[config.mk]
export PLATFORM = sky130hd
export DESIGN_NAME = block_write_merger
export DESIGN_NICKNAME = d
export VERILOG_FILES = /design/src/rtl/cache_pkg.sv /design/src/rtl/byte_lane_insert.sv /design/src/rtl/block_write_merger.sv
export SDC_FILE = /design/constraint.sdc
export NUM_CORES = 1
export LEC_CHECK = 0
export BUFFER_PORTS_ARGS = -buffer_cell sky130_fd_sc_hd__buf_2
export CAP_MARGIN = 20
export CELL_PAD_IN_SITES_DETAIL_PLACEMENT = 0
export CELL_PAD_IN_SITES_GLOBAL_PLACEMENT = 1
export CORE_AREA = 10 10 109 111
export DETAILED_ROUTE_END_ITERATION = 16
export DIE_AREA = 0 0 119 121
export PLACE_DENSITY_LB_ADDON = 0.2
export SYNTH_ARGS = -nofsm -noshare
export SYNTH_HDL_FRONTEND = slang
export SYNTH_SLANG_ARGS = --single-unit
[constraint.sdc]
create_clock -name CLK -period 1.3 [get_ports CLK]
set_input_delay 0.065 -clock CLK [delete_from_list [all_inputs] [get_ports CLK]]
set_output_delay 0.065 -clock CLK [all_outputs]
set_load 0.02 [all_outputs]
[src/rtl/cache_pkg.sv]
`default_nettype none
// ----------------------------------------------------------------------------
// cache_pkg: geometry and engine state shared by the data-cache blocks. Rev 1.0
// ----------------------------------------------------------------------------
package cache_pkg;

  localparam int BYTE_W   = 8;
  localparam int NBYTES   = 4;
  localparam int OFFSET_W = $clog2(NBYTES);
  localparam int ADDR_W   = 6;
  localparam int LINE_W   = NBYTES * BYTE_W;

  typedef enum logic [1:0] {
    IDLE    = 2'd0,
    MERGE   = 2'd1,
    WB_REQ  = 2'd2,
    WB_WAIT = 2'd3
  } state_t;

endpackage
`default_nettype wire

[src/rtl/byte_lane_insert.sv]
`default_nettype none
// ----------------------------------------------------------------------------
// byte_lane_insert: replaces one byte lane of a cache block (lane 0 = LSBs). Rev 1.0
// ----------------------------------------------------------------------------
module byte_lane_insert
  import cache_pkg::*;
(
  input  logic [LINE_W-1:0]   line_in,
  input  logic [OFFSET_W-1:0] offset,
  input  logic [BYTE_W-1:0]   wr_byte,
  output logic [LINE_W-1:0]   line_out
);

  always_comb begin
    line_out = line_in;
    for (int i = 0; i < NBYTES; i++) begin
      if (offset == OFFSET_W'(i)) begin
        line_out[i*BYTE_W +: BYTE_W] = wr_byte;
      end
    end
  end

endmodule
`default_nettype wire

[src/rtl/block_write_merger.sv]
`default_nettype none
// ----------------------------------------------------------------------------
// block_write_merger: byte-store merge and dirty-line write-back engine. Rev 1.0
// ----------------------------------------------------------------------------
module block_write_merger
  import cache_pkg::*;
(
  input  logic                CLK,
  input  logic                RESET,
  input  logic                WR_REQ,
  input  logic [OFFSET_W-1:0] WR_OFFSET,
  input  logic [BYTE_W-1:0]   WR_BYTE,
  input  logic [LINE_W-1:0]   LINE_IN,
  input  logic                EVICT_REQ,
  input  logic [ADDR_W-1:0]   EVICT_ADDR,
  output logic [LINE_W-1:0]   LINE_OUT,
  output logic                LINE_WE,
  output logic                BUSY,
  output logic                MEM_WRITE,
  output logic [ADDR_W-1:0]   MEM_ADDRESS,
  output logic [LINE_W-1:0]   MEM_WRITEDATA,
  input  logic                MEM_BUSYWAIT
);

  state_t              state_q, state_d;
  logic [LINE_W-1:0]   line_out_q, line_out_d;
  logic [ADDR_W-1:0]   mem_addr_q, mem_addr_d;
  logic [LINE_W-1:0]   mem_data_q, mem_data_d;
  logic [LINE_W-1:0]   merged_line;

  byte_lane_insert u_insert (
    .line_in  (LINE_IN),
    .offset   (WR_OFFSET),
    .wr_byte  (WR_BYTE),
    .line_out (merged_line)
  );

  always_ff @(posedge CLK) begin
    if (RESET) begin
      state_q    <= IDLE;
      line_out_q <= '0;
      mem_addr_q <= '0;
      mem_data_q <= '0;
    end else begin
      state_q    <= state_d;
      line_out_q <= line_out_d;
      mem_addr_q <= mem_addr_d;
      mem_data_q <= mem_data_d;
    end
  end

  // Requests are only looked at in IDLE; eviction wins and drops the store.
  always_comb begin
    state_d    = state_q;
    line_out_d = line_out_q;
    mem_addr_d = mem_addr_q;
    mem_data_d = mem_data_q;
    case (state_q)
      IDLE: begin
        if (EVICT_REQ) begin
          mem_addr_d = EVICT_ADDR;
          mem_data_d = LINE_IN;
          state_d    = WB_REQ;
        end else if (WR_REQ) begin
          line_out_d = merged_line;
          state_d    = MERGE;
        end
      end
      MERGE:   state_d = IDLE;
      WB_REQ:  state_d = WB_WAIT;
      WB_WAIT: begin
        if (!MEM_BUSYWAIT) begin
          state_d = IDLE;
        end
      end
      default: state_d = IDLE;
    endcase
  end

  assign LINE_OUT      = line_out_q;
  assign LINE_WE       = (state_q == MERGE);
  assign BUSY          = (state_q != IDLE);
  assign MEM_WRITE     = (state_q == WB_REQ) || (state_q == WB_WAIT);
  assign MEM_ADDRESS   = mem_addr_q;
  assign MEM_WRITEDATA = mem_data_q;

endmodule
`default_nettype wire

==> results.md, run 1 <==
- WP data arrival: 1.56 ns
- Fill count: 994
- Async SR Flop Fraction: 0%
- Count leader, synth: nand2_1
- Largest net degree at the start of global routing: 73
- Gr ovfl total: 0
- Min-delay worst type: in2reg
- Die width: 119 um
- Num ports: 126
- Via count: 3071
- Tcrit/Tclk final: 104%
- Unrepaired setup endpoints after global routing: true
- Drt total wl: 11600 um
- Clk_skew: 0.00562 ns
- Min Tclk post-route: 1.36 ns
- Num Clock Sinks: 72
- Drt via density: 4.70
- Worst-path clk slew: 0.07 ns
- Worst Tran Pin Value: 0.527 ns
- DR WL/cell: 17.8 um
- Hold slack: 0.0325 ns
- HPWL Detailed: 7130 um
- Final setup viols: 21
- Area growth, synth to finish: 62.3%
- CORE AREA: 9640 um2
- Crit path from: state_q[1]$_SDFFE_PP0P_
- Synth area leader: dfxtp_1
- Vias in the first global route: 3171
- Top cells by area, synth: dfxtp_1 50%, nand2_1 12%, a21oi_1 7.0%, mux2i_1 5.6%, a311oi_1 4.6%
- Clock root buffer: clkbuf_8
- CP Launch Type: register
- Post-synthesis sequential area ratio: 50.1%
- Commonest cells post-synth: 95 x nand2_1, 72 x dfxtp_1, 40 x a21oi_1
- Yosys top cell area share: 50.1%
- Failing checks: negative setup slack
- Final ANT Viol Nets: 0
- Final hold vios: 0
- Worst setup margin: -0.0552 ns
- Yosys warns: 0
- DR DRC count: 0
- Die Span Y: 121 um
- Status: finished with violations
- Max-slew violation count: 0
- GRT Util Overall: 15.1%
- Post-synth EDFFs: 0
- Worst Path Max Fanout: 8
- Area of the mapped netlist: 2880 um2
- Pleak: 2.11 nW
- Req. time, crit path: 1.51 ns
- Die area: 14400 um2
- VDD IR max: 0.455 mV
- Drt initial violations: 124
- Synth Instances: 344
- CTS tree: built
- Fin nets: 569
- Rel. slew slack: 64.9%
- Critical path class: reg2reg
- Antenna violations before repair: 1
- Placer Congestion: 0.724
- Cts bufs inserted: 9
- Core Util, Final: 48.5%
- Critical path endpoint category: register
- Syn_nets: 397
- Starting density of the core: 29.9%
- CTS H-tree lvls: 3
- First-pass detailed-route iteration total: 4
- Skew-Pair Late Insertion Delay: 0.34 ns
- Cell variety after synth: 22
- Num rows: 36
- PwrDens: 1160 nW/um2
- Global-route wire length before repair: 17400 um
- Mean Syn Cell Area: 8.37 um2
- Hold Startpoint: EVICT_REQ
- Seq cells post-synth: 72
- Max Cap Viol: 0
- Longest Clk Path Bufs: 2
- Top FF cell, synth: dfxtp_1
- Highest Clock Rate: 738 MHz
- Reg2reg start: state_q[1]$_SDFFE_PP0P_
- Share of cells above drive strength 1: 40.5%
- Input/output buffers: 125
-- flip-flops by register name, indices dropped and copies added (netlist names) --
register and cells:
state_q 2, LINE_OUT 32, MEM_WRITEDATA 32, MEM_ADDRESS 6
-- repair_timing --
item / CTS / global route
buffers inserted: 6 / 2
pin swaps: 33 / 9
cloned: 6 / 3
setup endpoints to repair: 34 / 71
resized for setup: 34 / 34
hold endpoints to repair: 43 / 0
hold buffers: 38 / 0
-- path summary, 6_finish.rpt --
| path | to | slack [ns] | depth (start not counted) |
|---|---|---|---|
| min reg2reg | MEM_WRITEDATA[30]$_SDFFE_PP0P_ | 0.45 | 2 |
| max | LINE_OUT[2]$_SDFFE_PP0P_ | -0.06 | 6 |
| max reg2reg | LINE_OUT[2]$_SDFFE_PP0P_ | -0.06 | 6 |
| min | state_q[1]$_SDFFE_PP0P_ | 0.03 | 3 |
-- area by class of cell --
class / instances / area, um2 / area share (%)
repair buffers: 191 / 1460 / 31.1
flip-flops and latches: 72 / 1450 / 31.0
multi-input cells: 241 / 1420 / 30.4
clock buffers: 14 / 173 / 3.70
well taps: 133 / 166 / 3.56
inverters: 1 / 3.75 / 0.0803
diodes: 1 / 2.50 / 0.0536
-- kinds of logic after synthesis --
group / count (synthesis) / share of synthesized area (%)
AND/OR/NAND/NOR: 145 / 20.3
flip-flops: 72 / 50.1
buffers and inverters: 31 / 5.26
multiplexers: 16 / 5.56
AO/OA/AOI/OAI: 80 / 18.8
-- cells in the final DEF, fill, tap and decap left out, types with 4 or more instances in the layout --
| cell type | instances |
|---|---|
| nor2_1 | 17 |
| mux2i_1 | 16 |
| nand3_1 | 8 |
| buf_4 | 8 |
| buf_2 | 124 |
| nand2_1 | 89 |
| nand2_2 | 6 |
| a211oi_2 | 10 |
| a21oi_1 | 39 |
| buf_6 | 7 |
| buf_16 | 4 |
| a311oi_1 | 11 |
| a311oi_2 | 5 |
| nor2_2 | 16 |
| o21ai_0 | 8 |
| dlygate4sd3_1 | 38 |
| dfxtp_1 | 70 |
| clkbuf_8 | 12 |
| a211oi_1 | 6 |
| buf_12 | 7 |
-- per-layer routing --
layer	GRT usage (%)	routed length, um
met4	3.59	126
met3	6.19	803
met2	24.3	5320
met1	18.4	5380
met5	0	0
-- through the flow --
step	power [W]	cells	TNS (ns)	area, um2	setup WS (ns)
global route	0.00571	652	-4.36	4670	-0.144
floorplan	0.00311	344	-0.113	2880	-0.00564
global placement	0.00353	585	-0.971	3680	-0.0627
finish	0.00543	653	-0.680	4670	-0.0552
detailed placement	0.00355	585	-2.37	3680	-0.156
CTS	0.00540	649	-0.490	4540	-0.0342
-- where the power goes --
group / internal, W / switching (W) / leakage [nW]
Clock: 0.000832 / 0.000787 / 0.0886
Combinational: 0.000602 / 0.000768 / 1.43
Sequential: 0.00236 / 0.0000864 / 0.592
-- critical path: stages, from the launching register on --
cell	delay (ns)
dfxtp_4	0.36
nor4b_4	0.26
buf_6	0.18
buf_12	0.12
buf_16	0.12
buf_6	0.10
a311oi_2	0.08
Power figures use the tool's default switching activity.
==> inputs of run 2 (changes only) <==
--- a/config.mk
+++ b/config.mk
@@ -16,3 +16,4 @@
 export SYNTH_ARGS = -nofsm -noshare
 export SYNTH_HDL_FRONTEND = slang
 export SYNTH_SLANG_ARGS = --single-unit
+export TNS_END_PERCENT = 1
==> run 2 against run 1 <==
Net effect: the run still ends with negative setup slack left; worst setup slack better by 0.0039 ns; via count down 2.1%; first-iteration DRC count down 0.81%; utilization down 1.6 points; critical endpoint is now LINE_OUT[12]$_SDFFE_PP0P_; largest cell class is now flip-flops and latches; highest routed layer unchanged.
==> results.md, run 2 (synthesis results as in run 1) <==
- Num Clock Sinks: 72
- Share of cells above drive strength 1: 35.9%
- Fill count: 1003
- Critical path endpoint category: register
- Critical path class: reg2reg
- Reg-to-Reg End: LINE_OUT[12]$_SDFFE_PP0P_
- Register area: 1450 um2
- Input/output buffers: 125
- WP data arrival: 1.60 ns
- Num rows: 36
- Drt initial violations: 123
- Reg2Reg Depth: 6
- CTS tree: built
- Core Util, Final: 46.9%
- Cts bufs inserted: 9
- Tcrit/Tclk final: 104%
- VDD IR max: 0.454 mV
- Min Tclk post-route: 1.35 ns
- Skew-Pair Late Insertion Delay: 0.34 ns
- PwrDens: 1170 nW/um2
- Multi-input gate area: 1350 um2
- Most frequent cells in the layout: 124 x buf_2, 95 x nand2_1, 70 x dfxtp_1, 40 x a21oi_1, 38 x dlygate4sd3_1
- Area growth, synth to finish: 57.0%
- Clk_skew: 0.00651 ns
- Num ports: 126
- CORE AREA: 9640 um2
- Gr ovfl total: 0
- Placer Congestion: 0.724
- Vias in the first global route: 3164
- DP Area: 3680 um2
- Longest Clk Path Bufs: 2
- Drt via density: 4.63
- Fin nets: 566
- Worst setup path endpoint: LINE_OUT[12]$_SDFFE_PP0P_
- Starting density of the core: 29.9%
- Min-delay worst type: in2reg
- Unrepaired setup endpoints after global routing: true
- Dpl ws: -0.156 ns
- Global-route wire length before repair: 17400 um
- Failing checks: negative setup slack
- Final ANT Viol Nets: 0
- Die width: 119 um
- CTS H-tree lvls: 3
- Worst Path Max Fanout: 8
- DR WL/cell: 16.8 um
- Pleak: 2.06 nW
- Most common cell after layout, fill and taps aside: buf_2
- Crit path from: state_q[1]$_SDFFE_PP0P_
- Req. time, crit path: 1.54 ns
- Worst Tran Pin Value: 0.531 ns
- CP Launch Type: register
- Reg-to-reg setup timing slack: -0.05 ns
- Final setup viols: 11
- Final instance area: 4520 um2
- Clock root buffer: clkbuf_8
- Fin cells: 650
- Final hold vios: 0
- Inst Count DP: 585
- Rel. slew slack: 64.6%
- HPWL Detailed: 7130 um
- Highest Clock Rate: 740 MHz
- Largest net degree at the start of global routing: 73
- Max Cap Viol: 0
- Antenna violations before repair: 1
- Die area: 14400 um2
- Max-slew violation count: 0
- Via count: 3007
- Worst setup margin: -0.0514 ns
- DR DRC count: 0
- Die Span Y: 121 um
- First-pass detailed-route iteration total: 4
- Worst-path clk slew: 0.07 ns
- Status: finished with violations
- Drt total wl: 10900 um
- Reg2reg start: state_q[1]$_SDFFE_PP0P_
- GRT Util Overall: 15.1%
## run 2: cell count changes in the layout (fill, tap and decap cells not counted), sizes merged
cell / previous run / this run
clkbuf: 16 / 14
buf: 151 / 150
## run 2: final cells by class
cell class | instances | share of cell area, %
flip-flops and latches | 72 | 32.1
multi-input cells | 241 | 29.8
well taps | 133 | 3.68
inverters | 1 | 0.0831
repair buffers | 188 | 30.5
clock buffers | 14 | 3.82
diodes | 1 | 0.0554
## run 2: routing by layer
metal	wire, um	part of all wire (%)	global-route usage [%]
met2	4980	46	24.2
met4	125	1.1	3.59
met1	4980	46	18.4
met3	853	7.8	6.19
met5	0	0	0
## run 2: timing repair
action                     CTS  global route
pin swaps                   33             3
setup endpoints to repair   34            71
hold buffers                38             0
hold endpoints to repair    43             0
gates cloned                 6             0
buffers inserted             6             2
resized for setup           26             8
## run 2: metrics by stage
step / total power [W] / setup TNS, ns / hold slack (ns)
2_1_floorplan: 0.00311 / -0.113 / 0.201
3_3_place_gp: 0.00353 / -0.971 / 0.306
3_5_place_dp: 0.00355 / -2.37 / 0.315
4_1_cts: 0.00539 / -0.425 / 0.0217
5_1_grt: 0.00559 / -3.99 / 0.0462
6_report: 0.00531 / -0.361 / 0.0328
## run 2: how the worst min path moves through the flow
stage	slack [ns]	from	depth (start not counted)	endpoint
after floorplan	0.20	EVICT_ADDR[5]	2	MEM_ADDRESS[5]$_SDFFE_PP0P_
after global placement	0.31	EVICT_ADDR[3]	3	MEM_ADDRESS[3]$_SDFFE_PP0P_
after detailed placement	0.31	EVICT_ADDR[0]	3	MEM_ADDRESS[0]$_SDFFE_PP0P_
after CTS	0.02	EVICT_REQ	3	state_q[1]$_SDFFE_PP0P_
after global routing	0.05	EVICT_REQ	3	state_q[1]$_SDFFE_PP0P_
final	0.03	EVICT_REQ	3	state_q[1]$_SDFFE_PP0P_
## run 2: power by group
part,switching (W),internal (W),leakage (nW),total (W)
Clock,0.000778,0.000832,0.0886,0.00161
Sequential,0.0000790,0.00236,0.592,0.00244
Combinational,0.000719,0.000542,1.38,0.00126
Total,0.00158,0.00373,2.06,0.00531
## run 2: worst max-delay path, cell delays in order, from the launching register on
cell,delay [ns]
dfxtp_4,0.36
nor4b_4,0.26
buf_6,0.18
buf_8,0.13
buf_4,0.12
nor2_1,0.03
a211oi_1,0.18
